File: src/rtl/instr_sequencer.sv
// ---------------------------------------------------------------------------
// instr_sequencer
//
// Multi-cycle controller sitting between the instruction source and the
// operand-register / ALU datapath. It accepts one 39-bit instruction at a
// time, decodes the opcode in [38:36], and then does one of two things:
//   - load/clear opcodes (000, 001, 010): pulses the matching operand
//     register strobe for one cycle and returns to IDLE;
//   - ALU opcodes (011..111): reads both operand registers, starts the ALU,
//     waits for alu_done (bounded by TIMEOUT cycles), and returns the result.
//
// Parameters:
//   TIMEOUT      cycles spent in WAIT without alu_done before aborting (>=1)
//   CNT_W        width of the completed-instruction counter
//
// Ports:
//   clk          system clock, rising edge
//   reset        synchronous, active-low reset
//   instr        instruction: [38:36] opcode, [35:32] ignored, [31:0] data
//   instr_valid  instr is valid this cycle
//   instr_ready  sequencer can accept (high only in IDLE)
//   write_A/B    one-cycle load strobes for operand registers A/B
//   reset_A/B    clear strobes for operand registers A/B
//   read_A/B     one-cycle read strobes for operand registers A/B
//   operand      registered copy of instr[31:0]
//   alu_op       registered opcode
//   alu_start    one-cycle ALU start pulse
//   alu_done     ALU completion (level or pulse)
//   alu_result   ALU result, valid while alu_done is high
//   result       captured ALU result
//   result_valid one-cycle pulse when result is updated
//   busy         high in any state other than IDLE
//   timeout_err  sticky flag, set when the ALU fails to answer in time
//   instr_count  completed instructions, wraps modulo 2^CNT_W
// ---------------------------------------------------------------------------
module instr_sequencer #(
  parameter int TIMEOUT = 16,
  parameter int CNT_W   = 16
) (
  input  logic             clk,
  input  logic             reset,
  input  logic [38:0]      instr,
  input  logic             instr_valid,
  output logic             instr_ready,
  output logic             write_A,
  output logic             write_B,
  output logic             reset_A,
  output logic             reset_B,
  output logic             read_A,
  output logic             read_B,
  output logic [31:0]      operand,
  output logic [2:0]       alu_op,
  output logic             alu_start,
  input  logic             alu_done,
  input  logic [31:0]      alu_result,
  output logic [31:0]      result,
  output logic             result_valid,
  output logic             busy,
  output logic             timeout_err,
  output logic [CNT_W-1:0] instr_count
);

  // The wait counter only has to reach TIMEOUT-1: the abort is taken on the
  // edge that ends the TIMEOUT-th WAIT cycle.
  localparam int WAIT_W = (TIMEOUT > 1) ? $clog2(TIMEOUT) : 1;
  localparam logic [WAIT_W-1:0] WAIT_LAST = WAIT_W'(TIMEOUT - 1);

  typedef enum logic [1:0] {
    IDLE,
    DISPATCH,
    WAIT,
    DONE
  } state_t;

  state_t            state;
  logic [WAIT_W-1:0] wait_cnt;

  // instr[35:32] carry no meaning for this block.
  logic unused_instr_bits;
  assign unused_instr_bits = &{1'b0, instr[35:32]};

  // Handshake and activity flags are pure state decodes so that a new
  // instruction can be offered the very cycle the sequencer returns to IDLE.
  assign instr_ready = (state == IDLE);
  assign busy        = (state != IDLE);

  // Main sequencer. Strobes are registered, so the decision to raise a
  // strobe is made on the accepting edge; that places the strobe exactly in
  // the DISPATCH cycle. Every strobe defaults low each cycle, which is also
  // what drops reset_A/reset_B on the first edge after reset releases.
  always_ff @(posedge clk) begin
    if (!reset) begin
      state        <= IDLE;
      wait_cnt     <= '0;
      reset_A      <= 1'b1;
      reset_B      <= 1'b1;
      write_A      <= 1'b0;
      write_B      <= 1'b0;
      read_A       <= 1'b0;
      read_B       <= 1'b0;
      alu_start    <= 1'b0;
      operand      <= '0;
      alu_op       <= '0;
      result       <= '0;
      result_valid <= 1'b0;
      timeout_err  <= 1'b0;
      instr_count  <= '0;
    end else begin
      reset_A      <= 1'b0;
      reset_B      <= 1'b0;
      write_A      <= 1'b0;
      write_B      <= 1'b0;
      read_A       <= 1'b0;
      read_B       <= 1'b0;
      alu_start    <= 1'b0;
      result_valid <= 1'b0;

      case (state)
        IDLE: begin
          if (instr_valid) begin
            operand <= instr[31:0];
            alu_op  <= instr[38:36];
            state   <= DISPATCH;
            case (instr[38:36])
              3'b000: begin
                reset_A <= 1'b1;
                reset_B <= 1'b1;
              end
              3'b001: write_A <= 1'b1;
              3'b010: write_B <= 1'b1;
              default: begin
                read_A    <= 1'b1;
                read_B    <= 1'b1;
                alu_start <= 1'b1;
              end
            endcase
          end
        end

        // Load/clear opcodes complete here; ALU opcodes move on to WAIT
        // with a fresh wait counter. alu_done is deliberately not looked at.
        DISPATCH: begin
          if (alu_op < 3'd3) begin
            instr_count <= instr_count + CNT_W'(1);
            state       <= IDLE;
          end else begin
            wait_cnt <= '0;
            state    <= WAIT;
          end
        end

        // Completion wins over timeout if both happen on the same edge.
        WAIT: begin
          if (alu_done) begin
            result       <= alu_result;
            result_valid <= 1'b1;
            state        <= DONE;
          end else if (wait_cnt == WAIT_LAST) begin
            timeout_err <= 1'b1;
            state       <= IDLE;
          end else begin
            wait_cnt <= wait_cnt + WAIT_W'(1);
          end
        end

        DONE: begin
          instr_count <= instr_count + CNT_W'(1);
          state       <= IDLE;
        end

        default: state <= IDLE;
      endcase
    end
  end

endmodule
File: config.mk
export PLATFORM = sky130hd
export DESIGN_NAME = instr_sequencer
export DESIGN_NICKNAME = d
export VERILOG_FILES = /design/src/rtl/instr_sequencer.sv
export SDC_FILE = /design/constraint.sdc
export NUM_CORES = 1
export LEC_CHECK = 0
export CAP_MARGIN = 15
export CORE_MARGIN = 3
export CORE_UTILIZATION = 30
export DETAILED_ROUTE_END_ITERATION = 8
export PLACE_DENSITY = 0.7
export REMOVE_ABC_BUFFERS = 1
export SYNTH_ARGS = -nofsm -noshare
export SYNTH_HDL_FRONTEND = slang
export SYNTH_SLANG_ARGS = --single-unit
File: constraint.sdc
create_clock -name clk -period 1.93 [get_ports clk]
set_clock_uncertainty 0.1 [all_clocks]
set_input_delay 0.386 -clock clk [delete_from_list [all_inputs] [get_ports clk]]
set_output_delay 0.386 -clock clk [all_outputs]
set_load 0.005 [all_outputs]
==> run metrics <==
outcome=completed; Hold Crit Depth=2; diodes inserted=0; Netlist Area Pre-Place=around 3600 um^2; Worst-Skew Late Latency=about 0.35 ns; Reg2Reg Setup Slack=approximately 0.23 ns; Yosys reg bits=95; Final Max Tran Viols=0; post-DP HPWL=7316 um; DR vias=between 3000 and 4000; Starting DRT DRC Count=between 150 and 200; Leak=about 2.0 nW; # setup viols final=0; CTS Hold Bufs=0; Clock Tree Root=clkbuf_16; Nets=~660; Post-Synth Simple-Gate Area=a little under a quarter; CP Cell Sequence=clkdlybuf4s50_1; Pint=3.676 mW; H-Tree Depth=3; # clock sinks=95; worst-case clock buffer depth=2; RePlAce Congestion=between 0.7 and 0.8; initial antenna violation count=0; Reg2Reg Depth=5; Post-DRT Antenna Nets=0; Initial Utilization=a little under a third; pin count of the biggest net entering global routing=between 50 and 60; site row count=39; Seq pwr share=about 44%; vias in the first global route=3390; Core ar.=11560 um^2; largest family of logic cells by synthesized area=simple AND/OR/NAND/NOR gates; Worst VDD drop=roughly 540 uV; io pins=169; Synth Area in Adders=0.6966%; TritonCTS clock tree=yes; Hold EP=operand[22]; routed len/inst=13.84 um; crit path buf inv count=1; Tmin final=approximately 1.8 ns; Compound-Gate Fraction of Synth Area=~16%; Placement Cell Area=5380 um^2; critical path's slowest cell=clkdlybuf4s50_1; first-pass GRT wire length=16150 um; met3 GRT Util=6.580%; Max stage delay on crit path=around 0.55 ns; WP data arrival=about 1.3 ns; multiplexer share of the synthesized area=less than 1%; Sw Share=between 20 and 25%; Die X-Extent=approximately 120 um; Top Usage Layer GRT=met2; Largest delay share family, worst path=buffers and inverters; reg2reg start=instr_count[0]; NetSw=1.078 mW; Distinct cells, synth=between 40 and 50; drt total wl=between 10000 and 15000 um; post-route cell area=approximately 5700 um^2; unrepaired setup endpoints after global routing=false; Mapped Avg Cell Area=around 8.4 um^2; maxcap violations=0; # fillers=1113; Clk pwr share=between 40 and 50%; share of power burned in combinational logic=between 10% and 20%; met2 GRT Util=between 20% and 30%; Clock Pin Slew Worst Setup and Hold Paths=about 0.06 ns; met1 usage in global routing=between 10% and 20%; crit path capture type=output pin; critical path class=reg -> out; DR DRC count=0; total grt overflow=0; gate count of the mapped netlist=428; vias per cell=4.700; Max Freq=~0.55 GHz; area grow syn2layout=59.60%; I/O Buffers=around 160; HP Start=operand[22]; Final Hold Fails=0; total die area=roughly 13000 um^2; slew margin rel.=between 70% and 80%; Critical Path Start Type=register; Hold/Removal Path Class=reg -> reg; Seq/Total Area, Yosys=between 50 and 60%; Post-CTS Resized=4; Hold Slack=approximately 0.35 ns; PD cells=between 800 and 900 nW/um^2; Slew @ Worst Pin=about 0.42 ns; post-layout util=between 40% and 50%; Synth Area in XOR/XNOR=about 2.0%; RR Endpoint=instr_count[14]; Num CTS Buffers=9; Ys Warns=0; chip height=115.4 um; crit path max fanout=7; Final period util=a little over nine tenths; share of cells above drive strength 1=under 10%; Data required, critical path=1.44 ns; post-CTS setup buffers=0; router iterations before antenna repair=4; gr usage total=15.28%
[logic make-up after synthesis]
| family | Yosys count |
|---|---|
| AO/OA/AOI/OAI | 101 |
| XOR/XNOR | 8 |
| adder cells (fa/ha/maj) | 2 |
| buffers and inverters | 32 |
| flip-flops | 95 |
| multiplexers | 1 |
| AND/OR/NAND/NOR | 189 |
[metrics by stage]
step | setup WS, ns | setup TNS [ns] | total power, mW | cells
floorplan | -0.1318 | -0.2281 | 2.335 | 400
global placement | 0.1900 | 0 | 2.751 | 717
detailed placement | 0.1294 | 0 | 2.766 | 717
CTS | 0.006537 | 0 | 4.838 | 733
global route | 0.04168 | 0 | 4.996 | 733
finish | 0.1191 | 0 | 4.754 | 733
[state kept, by name, indices dropped and copies added (netlist names), 2 cells and up]
signal and flops:
operand 32, result 32, instr_count 16, wait_cnt 4
alu_op 3, state 2
[synthesized netlist by cell type]
master / n / share of area (%)
a2bb2oi_2: 1 / 0.42
nor3b_2: 1 / 0.35
and4_4: 1 / 0.31
and2_1: 2 / 0.35
o41ai_1: 1 / 0.24
or2_1: 1 / 0.17
a21oi_1: 78 / 11
and3_1: 2 / 0.35
o211ai_2: 1 / 0.35
nand3_1: 7 / 0.98
nand2_2: 2 / 0.35
o21ai_1: 1 / 0.14
o21ai_0: 9 / 1.3
o2111ai_1: 3 / 0.73
o2111ai_4: 1 / 0.73
nand2_1: 139 / 15
nor2b_1: 1 / 0.17
nand4_1: 1 / 0.17
inv_2: 2 / 0.21
o211ai_1: 2 / 0.42
or2b_1: 1 / 0.21
buf_2: 11 / 1.5
dfxtp_1: 95 / 53
clkbuf_1: 9 / 0.94
a21oi_4: 1 / 0.45
nand3b_1: 2 / 0.42
and2_4: 1 / 0.24
mux2i_1: 1 / 0.28
buf_4: 7 / 1.5
xor2_1: 7 / 1.7
a31oi_1: 1 / 0.17
nor2_1: 12 / 1.3
xnor2_1: 1 / 0.24
o31ai_1: 1 / 0.21
or3_1: 7 / 1.2
buf_1: 1 / 0.10
inv_1: 2 / 0.21
and2b_1: 1 / 0.21
o21a_1: 1 / 0.21
ha_1: 2 / 0.70
nand2b_1: 1 / 0.17
or3b_1: 1 / 0.24
nor4b_2: 2 / 0.84
and4_1: 3 / 0.73
or4_1: 1 / 0.21
[how the worst max path moves through the flow]
stage	start	end	slack, ns	depth (start not counted)
CTS	state[0]	busy	0.007	2
detailed placement	instr_valid	operand[9]	0.13	5
floorplan	state[1]	write_B	-0.13	5
global route	instr_count[0]	instr_count[14]	0.04	5
finish	instr_count[9]	instr_count[9]	0.12	1
global placement	alu_done	wait_cnt[3]	0.19	4
[layer usage]
layer  up-vias  part of all wire [%]
met5         -                     0
met4         0                   1.5
met3        11                    11
met2       128                    46
met1      1563                    41
li1       1743                     -
[power by group through the flow]
stage / clock network, mW / logic, mW / registers, mW
2_1_floorplan: 0 / 0.190 / 2.15
3_3_place_gp: 0 / 0.616 / 2.13
3_5_place_dp: 0 / 0.626 / 2.14
4_1_cts: 2.11 / 0.630 / 2.10
5_1_grt: 2.21 / 0.678 / 2.11
6_report: 2.04 / 0.619 / 2.09
[area by class of cell]
| cell class | count | area, um^2 | share of cell area, % |
|---|---|---|---|
| Clock buffer | 9 | 225.2 | 3.928 |
| Clock inverter | 7 | 120.1 | 2.095 |
| Inverter | 4 | 15.01 | 0.2619 |
| Multi-Input combinational cell | 301 | 1533 | 26.74 |
| Sequential cell | 95 | 1906 | 33.24 |
| Tap cell | 143 | 178.9 | 3.121 |
| Timing Repair Buffer | 174 | 1755 | 30.62 |
[cell usage in the layout, fill, tap and decap left out, types with 3 or more instances in the layout]
cell type,instances
nand2_1,139
buf_12,3
buf_4,7
o21ai_0,9
xor2_1,7
and4_1,3
bufinv_16,3
or3_1,7
dfxtp_1,94
o2111ai_1,3
a21oi_1,78
nor2_1,12
nand3_1,7
clkdlybuf4s50_1,162
clkbuf_16,9
Note: power is estimated with default switching activity, not from simulation.
